<file path="config.mk">
export PLATFORM = sky130hd
export DESIGN_NAME = alu_seq
export DESIGN_NICKNAME = d
export VERILOG_FILES = /design/src/rtl/alu_seq.sv
export SDC_FILE = /design/constraint.sdc
export NUM_CORES = 1
export LEC_CHECK = 0
export ABC_AREA = 1
export ABC_CLOCK_PERIOD_IN_PS = 1500
export CAP_MARGIN = 20
export CORE_ASPECT_RATIO = 0.6
export CORE_UTILIZATION = 35
export CTS_CLUSTER_SIZE = 40
export DETAILED_ROUTE_END_ITERATION = 12
export GPL_TIMING_DRIVEN = 0
export MAX_ROUTING_LAYER = met4
export PLACE_DENSITY_LB_ADDON = 0.2
export SLEW_MARGIN = 20
export SYNTH_ARGS = -nofsm -noshare
export SYNTH_HDL_FRONTEND = slang
export SYNTH_SLANG_ARGS = --single-unit
</file>
<file path="constraint.sdc">
create_clock -name Clk -period 1.5 [get_ports Clk]
set_input_delay 0.45 -clock Clk [delete_from_list [all_inputs] [get_ports Clk]]
set_output_delay 0.45 -clock Clk [all_outputs]
set_load 0.1 [all_outputs]
</file>
<file path="src/rtl/alu_seq.sv">
// alu_seq: a multi-cycle sequencer for a small 4-register machine.
// It fetches 9-bit instructions from an external memory, drives an external
// combinational ALU in EXEC, and writes the ALU result back in WB.
// The BNZ branch and HALT are resolved inside the sequencer.
//
// Ports
//   Clk, Reset       clock; asynchronous active-low reset
//   Start            run the program from PC=0 (honoured in IDLE/DONE only)
//   InitWe/Addr/Data register-file preload (honoured in IDLE/DONE only)
//   Instr/InstrValid instruction word from instruction memory and its valid
//   InstrReady       high in FETCH; the instruction is taken when InstrValid is high
//   PC               fetch address
//   AluOp/AluA/AluB  operands to the external ALU; zero outside EXEC
//   AluOut/AluZero   ALU result (same cycle); AluZero is not used
//   Result           contents of R0
//   Done             program has halted
module alu_seq #(
  parameter int unsigned W   = 8,
  parameter int unsigned Ops = 4
) (
  input  logic           Clk,
  input  logic           Reset,
  input  logic           Start,
  input  logic           InitWe,
  input  logic [1:0]     InitAddr,
  input  logic [W-1:0]   InitData,
  input  logic [8:0]     Instr,
  input  logic           InstrValid,
  output logic           InstrReady,
  output logic [7:0]     PC,
  output logic [Ops-1:0] AluOp,
  output logic [W-1:0]   AluA,
  output logic [W-1:0]   AluB,
  input  logic [W-1:0]   AluOut,
  input  logic           AluZero,
  output logic [W-1:0]   Result,
  output logic           Done
);

  localparam int unsigned PC_W = 8;
  localparam int unsigned IW   = 9;
  localparam int unsigned OPW  = 4;
  localparam int unsigned RA_W = 2;
  localparam int unsigned NREG = 4;

  localparam logic [OPW-1:0] OP_NEQ  = 4'h8;
  localparam logic [OPW-1:0] OP_BNZ  = 4'h9;
  localparam logic [OPW-1:0] OP_HALT = 4'hF;

  typedef enum logic [2:0] {
    S_IDLE,
    S_FETCH,
    S_EXEC,
    S_WB,
    S_DONE
  } state_t;

  state_t          state_q, state_d;
  logic [PC_W-1:0] pc_q, pc_d;
  logic [IW-1:0]   ir_q, ir_d;
  logic [W-1:0]    res_q, res_d;
  logic [W-1:0]    rf_q [NREG];
  logic [W-1:0]    rf_d [NREG];
  logic            br_taken_q, br_taken_d;
  logic [PC_W-1:0] br_tgt_q, br_tgt_d;
  logic            instr_ready_q, instr_ready_d;
  logic            done_q, done_d;
  logic [Ops-1:0]  alu_op_q, alu_op_d;
  logic [W-1:0]    alu_a_q, alu_a_d;
  logic [W-1:0]    alu_b_q, alu_b_d;

  // Fields of the latched instruction and of the incoming instruction word
  logic [OPW-1:0]  ir_op, in_op;
  logic [RA_W-1:0] ir_rd, ir_rs, in_rd, in_rs;

  assign ir_op = ir_q[8:5];
  assign ir_rd = ir_q[4:3];
  assign ir_rs = ir_q[2:1];
  assign in_op = Instr[8:5];
  assign in_rd = Instr[4:3];
  assign in_rs = Instr[2:1];

  // Instruction bit 0 and the ALU zero flag carry no meaning here
  logic unused_ok;
  assign unused_ok = ^{AluZero, ir_q[0]};

  // Next-state, datapath updates and next values of the registered outputs
  always_comb begin
    state_d       = state_q;
    pc_d          = pc_q;
    ir_d          = ir_q;
    res_d         = res_q;
    rf_d          = rf_q;
    br_taken_d    = br_taken_q;
    br_tgt_d      = br_tgt_q;
    instr_ready_d = 1'b0;
    done_d        = 1'b0;
    alu_op_d      = '0;
    alu_a_d       = '0;
    alu_b_d       = '0;

    unique case (state_q)
      S_IDLE, S_DONE: begin
        if (Start) begin
          pc_d    = '0;
          state_d = S_FETCH;
        end else if (InitWe) begin
          rf_d[InitAddr] = InitData;
        end
      end

      S_FETCH: begin
        if (InstrValid) begin
          ir_d    = Instr;
          state_d = S_EXEC;
        end
      end

      S_EXEC: begin
        // Branch condition and target are sampled here, before any write
        res_d      = AluOut;
        br_taken_d = (rf_q[ir_rd] != '0);
        br_tgt_d   = PC_W'(rf_q[ir_rs]);
        state_d    = (ir_op == OP_HALT) ? S_DONE : S_WB;
      end

      S_WB: begin
        if (ir_op <= OP_NEQ) begin
          rf_d[ir_rd] = res_q;
        end
        if ((ir_op == OP_BNZ) && br_taken_q) begin
          pc_d = br_tgt_q;
        end else begin
          pc_d = PC_W'(pc_q + 1'b1);
        end
        state_d = S_FETCH;
      end

      default: state_d = S_IDLE;
    endcase

    // Outputs are registered, so they are decoded from the state being entered.
    // EXEC is entered only on an accepted fetch, so Instr holds the operands
    // and the register file cannot change before EXEC.
    instr_ready_d = (state_d == S_FETCH);
    done_d        = (state_d == S_DONE);
    if (state_d == S_EXEC) begin
      alu_op_d = Ops'(in_op);
      alu_a_d  = rf_q[in_rd];
      alu_b_d  = rf_q[in_rs];
    end
  end

  // State and datapath registers
  always_ff @(posedge Clk or negedge Reset) begin
    if (!Reset) begin
      state_q       <= S_IDLE;
      pc_q          <= '0;
      ir_q          <= '0;
      res_q         <= '0;
      rf_q          <= '{default: '0};
      br_taken_q    <= 1'b0;
      br_tgt_q      <= '0;
      instr_ready_q <= 1'b0;
      done_q        <= 1'b0;
      alu_op_q      <= '0;
      alu_a_q       <= '0;
      alu_b_q       <= '0;
    end else begin
      state_q       <= state_d;
      pc_q          <= pc_d;
      ir_q          <= ir_d;
      res_q         <= res_d;
      rf_q          <= rf_d;
      br_taken_q    <= br_taken_d;
      br_tgt_q      <= br_tgt_d;
      instr_ready_q <= instr_ready_d;
      done_q        <= done_d;
      alu_op_q      <= alu_op_d;
      alu_a_q       <= alu_a_d;
      alu_b_q       <= alu_b_d;
    end
  end

  assign InstrReady = instr_ready_q;
  assign PC         = pc_q;
  assign AluOp      = alu_op_q;
  assign AluA       = alu_a_q;
  assign AluB       = alu_b_q;
  assign Result     = rf_q[0];
  assign Done       = done_q;

endmodule

</file>
Yosys cells after proc, flatten, opt, wreduce, memory -nomap -nowiden
Index checks and enable logic that the tools add are counted.

word-level totals
  bits in registers = 91
  input bits = 33
  word-level logic and storage cells = 84

cells by class
  add/subtract/negate cells = 1
  order comparisons = 8
  equality and inequality tests = 13
  multiplexer cells = 32
  bitwise gates (word level) = 5
  reduce and logical (&&, ||, !) cells = 10

operators with widths
  operator               number
  $mux W8                14
  $mux W32               3
  $bmux W8 S2            4
  $bwmux W32             2
  $pmux W32 S2           1
  $demux W8 S2           2
  $pmux W8 S2            1
  $ge A3 B3 Y1 const B   5
  $not A2 Y3             5
  $pmux W3 S4            1
  $eq A3 B2 Y1 const B   3
  $mux W3                3
  $add A8 B1 Y8 const B  1
  $eq A4 B4 Y1 const B   2
  $ne A2 B2 Y1 const B   4
  $reduce_bool A8 Y1     1
  $eq A3 B1 Y1 const B   2
  $eq A3 B3 Y1 const B   2
  $lt A3 B1 Y1 const B   2
  $le A4 B4 Y1 const B   1
  $mux W4                1
  $reduce_and A2 Y1      2
  $reduce_and A4 Y1      1
  $logic_and A1 B1 Y1    3
  3 further kinds        3

Longest topological paths before layout
  depth after elaboration = 9
  depth in mapped cells = 10
  gate-level depth less buffers = 10

Worst setup path after synthesis
No wires, ideal clock.

  path kind = reg2reg
  start = register pc_q[0] (netlist: PC[0])
  end = register pc_q[6] (netlist: PC[6])
  setup time = 0.120 ns
  arrival time = 1.829 ns
  setup slack = -0.449 ns
  cell stages (with the launch flop) = 8
  path buffers = 0
  cell sequence = dfrtp_1 > ha_1 > nand3_1 > nor2_1 > xor2_1 > nand2_1 > nand2_1 > nand2_1

between the ends
  cells in the longest elaborated chain, start to end = 3

RTL lines
  item                      RTL line  source
  start: declaration        59        logic [PC_W-1:0] pc_q, pc_d;
  start signal: assignment  171       pc_q <= pc_d;
  $add A8 B1 Y8             134       pc_d = PC_W'(pc_q + 1'b1);
  $mux W8                   131       if ((ir_op == OP_BNZ) && br_taken_q) begin
  $pmux W8 S2               102       unique case (state_q)

No other way between the ends.
A chain may end at the register's enable or synchronous reset.

Worst setup path in the final report
  start = register state_q[2]
  end = register rf_q[3] (netlist bit)

between the ends
  cells in the longest elaborated chain, start to end = 4

RTL lines
  item                                                          RTL line  source
  start: declaration                                            58        state_t state_q, state_d;
  start signal: assignment                                      170       state_q <= state_d;
  $eq A3 B3 Y1 or $logic_not A3 Y1 (tied branches)              102
  $reduce_or A2 Y1                                              102
  $ne A2 B2 Y1 (no line) or $reduce_bool A2 Y1 (tied branches)  n/a
  $reduce_and A4 Y1 (no line)                                   n/a
  end signal: assignment                                        174       rf_q <= rf_d;
  end: declaration                                              62        logic [W-1:0] rf_q [NREG];

Parallel ways exist; a longest one is shown, timed or not.

==> run summary <==
Worst-case clock skew = 0.00670 ns
Power Dens Cells = 2100 nW/µm²
Synth area leader = dfrtp_1
Placed Cells = 913
Max-slew violations = 0
Clock transition at path regs = 0.07 ns
Final nets = 785
Crit path from = state_q[2]
CTS Sinks = 90
Final wirelength = 17500 µm
Io pins = 71
Maximum fanout along the worst path = 8
H-tree depth = 3
Initial Util = 36.2%
LEAKAGE = 3.02 nW
Post-synth top area share = 45.2%
RR Startpoint = state_q[2]
Most frequent cell after synthesis = nand2_1
Failing checks = negative setup slack
Final Hold Vio Count = 0
Syn nets = 690
Initial antenna violation count = 0
TritonRoute pass-1 iters = 6
Hold Path Class = in2async
Top post-synthesis cells by count = 212 x nand2_1, 90 x dfrtp_1, 57 x nor2_1, 45 x nand3_1, 42 x o21ai_0
Average size of a mapped cell = 7.59 µm²
Die area = 14700 µm²
Final Power = 13.9 mW
Distinct cells, synth = 35
Setup ws final = -0.0353 ns
TritonCTS clock tree = done
Status = finished, violations left
Max VDD drop = 1.43 mV
Post-DP Area = 5900 µm²
Period utilisation layout = 102%
Slowest cell on the critical path = dfrtp_1
Port Buf Inserts = 64
Area grow syn2layout = 33.1%
Worst setup path end = rf_q[3]
Total GRT Usage = 25.5%
Die X = 156 µm
Adder-cell share of the synthesized area = 0.251%
Vias in the first global route = 4819
Hpwl dp = 12100 µm
Fmax = 651 MHz
Gr ovfl total = 0
#FFs+latches synth = 90
Post-synthesis sequential area ratio = 45.2%
Diode count = 0
Met3 usage = 6.29%
Setup_tns = -0.299 ns
First-pass GRT wire length = 26900 µm
RSZ-0062 raised after global routing = true
Multiplexer area fraction after synthesis = 0%
CP arrival = 1.83 ns
Ys async rst share = 100%
Simple-Gate Fraction of Synth Area = 30.8%
Via count = 5073
WS Path Type = reg2reg
Least-Margin Pin Slew = 0.469 ns
Final Wtd Congestion = 1.01
Main combinational cell family by area after synthesis = simple AND/OR/NAND/NOR gates
Setup violations, final = 18
Synth Instances = 656
GRT Max-Usage Layer = met1
XOR/XNOR Fraction of Synth Area = 0.704%
Number of cells on the worst reg-to-reg path = 10
CTS Root Cell = clkbuf_16
# rows = 33
Post-synth top flop = dfrtp_1
CTS buffer count = 9
CP Launch Type = flip-flop
Mapped cell area = 4980 µm²
Via density = 5.35
Fin area = 6630 µm²
Core area = 13700 µm²
Critical Path, Cell by Cell = nor2_4 > nand2_4 > clkinv_4 > buf_6 > nand2_2 > nand2_2 > nand3_4 > inv_6 > nand2_1 > nand2_1
Post-synth EDFFs = 0
Wire length per cell = 18.5 µm
Final Critical Period = 1.54 ns
Grt met1 use = 36.7%
Crit path required time = 1.79 ns
Synth Warn # = 0
CP peak stage delay = 0.43 ns
Synth Area in Compound Gates = 15.6%
Max-cap violation count = 0
Final core utilization = 48.2%
Worst-Skew Late Latency = 0.35 ns
M2 GR Usage = 35.3%
Headroom to the max-slew limit = 68.7%
Worst R2R End = rf_q[3]
Top cells by area, synth = dfrtp_1 45%, nand2_1 16%, nand3_1 4.5%
Residual antenna-violating net count after detailed routing = 0
Non-Filler Instances = 948
Hold buffer count at CTS = 0
Ratio of cells with drive above 1 in the final layout = 23.4%
DRC viols = 0
R2R Setup Slk = -0.04 ns
Die height = 94.4 µm
Setup crit end kind = flip-flop
Largest net degree at the start of global routing = 59
Longest Clk Path Bufs = 2
Initial DRC count = 409
cell type report:
type                    instances  area, µm²
clock inverters                 5       37.5
flip-flops and latches         90       2280
repair inverters                1       7.51
repair buffers                 90        941
fillers                      1342       7120
inverters                      41        175
clock buffers                  11        243
plain buffers                  29        200
multi-input cells             489       2500
well taps                     192        240
worst min path at each step:
stage          slack [ns]  start      end  cells past startpoint
6_report             0.04  Reset    PC[6]                      1
5_1_grt              0.07  Reset    PC[5]                      1
4_1_cts              0.06  Reset    PC[7]                      1
3_5_place_dp         0.44  Reset    PC[7]                      1
3_3_place_gp         0.49  PC[6]    PC[6]                      2
2_1_floorplan        0.15  Reset  AluA[0]                      0
layout by cell type, fill, tap and decap left out, types with 3 or more instances in the layout:
cell type	n
o21ai_1	17
o211ai_1	6
buf_2	8
clkbuf_16	10
nand3_2	4
dfrtp_1	74
clkdlybuf4s50_1	23
buf_4	48
dfrtp_2	14
clkinvlp_4	5
a21oi_1	35
and2_4	7
o21a_1	8
inv_1	29
o21ai_2	11
clkinv_1	4
buf_6	12
nand4_1	10
nand3_4	3
o21ai_0	32
nand2_2	15
a31oi_1	8
a221oi_1	15
nor2_4	5
nor2_1	56
nand3_1	44
clkbuf_1	9
nand2_1	197
buf_12	12
metal layers:
layer / up-vias / share of wire (%)
li1: 2359 / -
met1: 2431 / 49
met2: 245 / 41
met3: 38 / 8.4
met4: 0 / 1.7
met5: - / 0
where the power goes:
part	leakage, nW	switching [mW]	total, mW	internal (mW)
Sequential	1.16	1.20	4.47	3.26
Clock	0.132	1.04	2.21	1.18
Combinational	1.73	4.84	7.25	2.41
through the flow:
step,setup slack (ns),hold slack (ns)
global placement,-3.91,0.490
global route,-0.121,0.0719
floorplan,-0.00601,0.154
finish,-0.0353,0.0447
CTS,-0.0452,0.0619
detailed placement,-0.792,0.439
critical path, delay by kind of cell, from the launching register on:
family        cells  cell delay (ns)
flops             1             0.43
simple gates      7             0.72
buf+inv           3             0.31
kinds of logic (layout without fill, tap and decap cells):
group                      Yosys count  after routing
xor gates and xnor gates             4              4
AOI/OAI and AO/OA                  134            134
adders and majority gates            1              1
and+or+nand+nor                    349            350
DFF                                 90             90
buffers and inverters               78            177
flip-flops by register name, indices dropped and copies added, names as in the netlist:
| register | count |
|---|---|
| rf_q | 24 |
| AluA | 8 |
| AluB | 8 |
| PC | 8 |
| Result | 8 |
| br_tgt_q | 8 |
| ir_q | 8 |
| res_q | 8 |
| AluOp | 4 |
| state_q | 3 |
| Done | 1 |
| InstrReady | 1 |
| br_taken_q | 1 |
what timing repair did:
action                                  CTS  global route
pin swaps                                 5            23
buffers inserted                         16             8
cloned                                    0             3
resized for setup                       292            72
endpoints found under the setup margin   96            77
(Power assumes the default switching activity.)
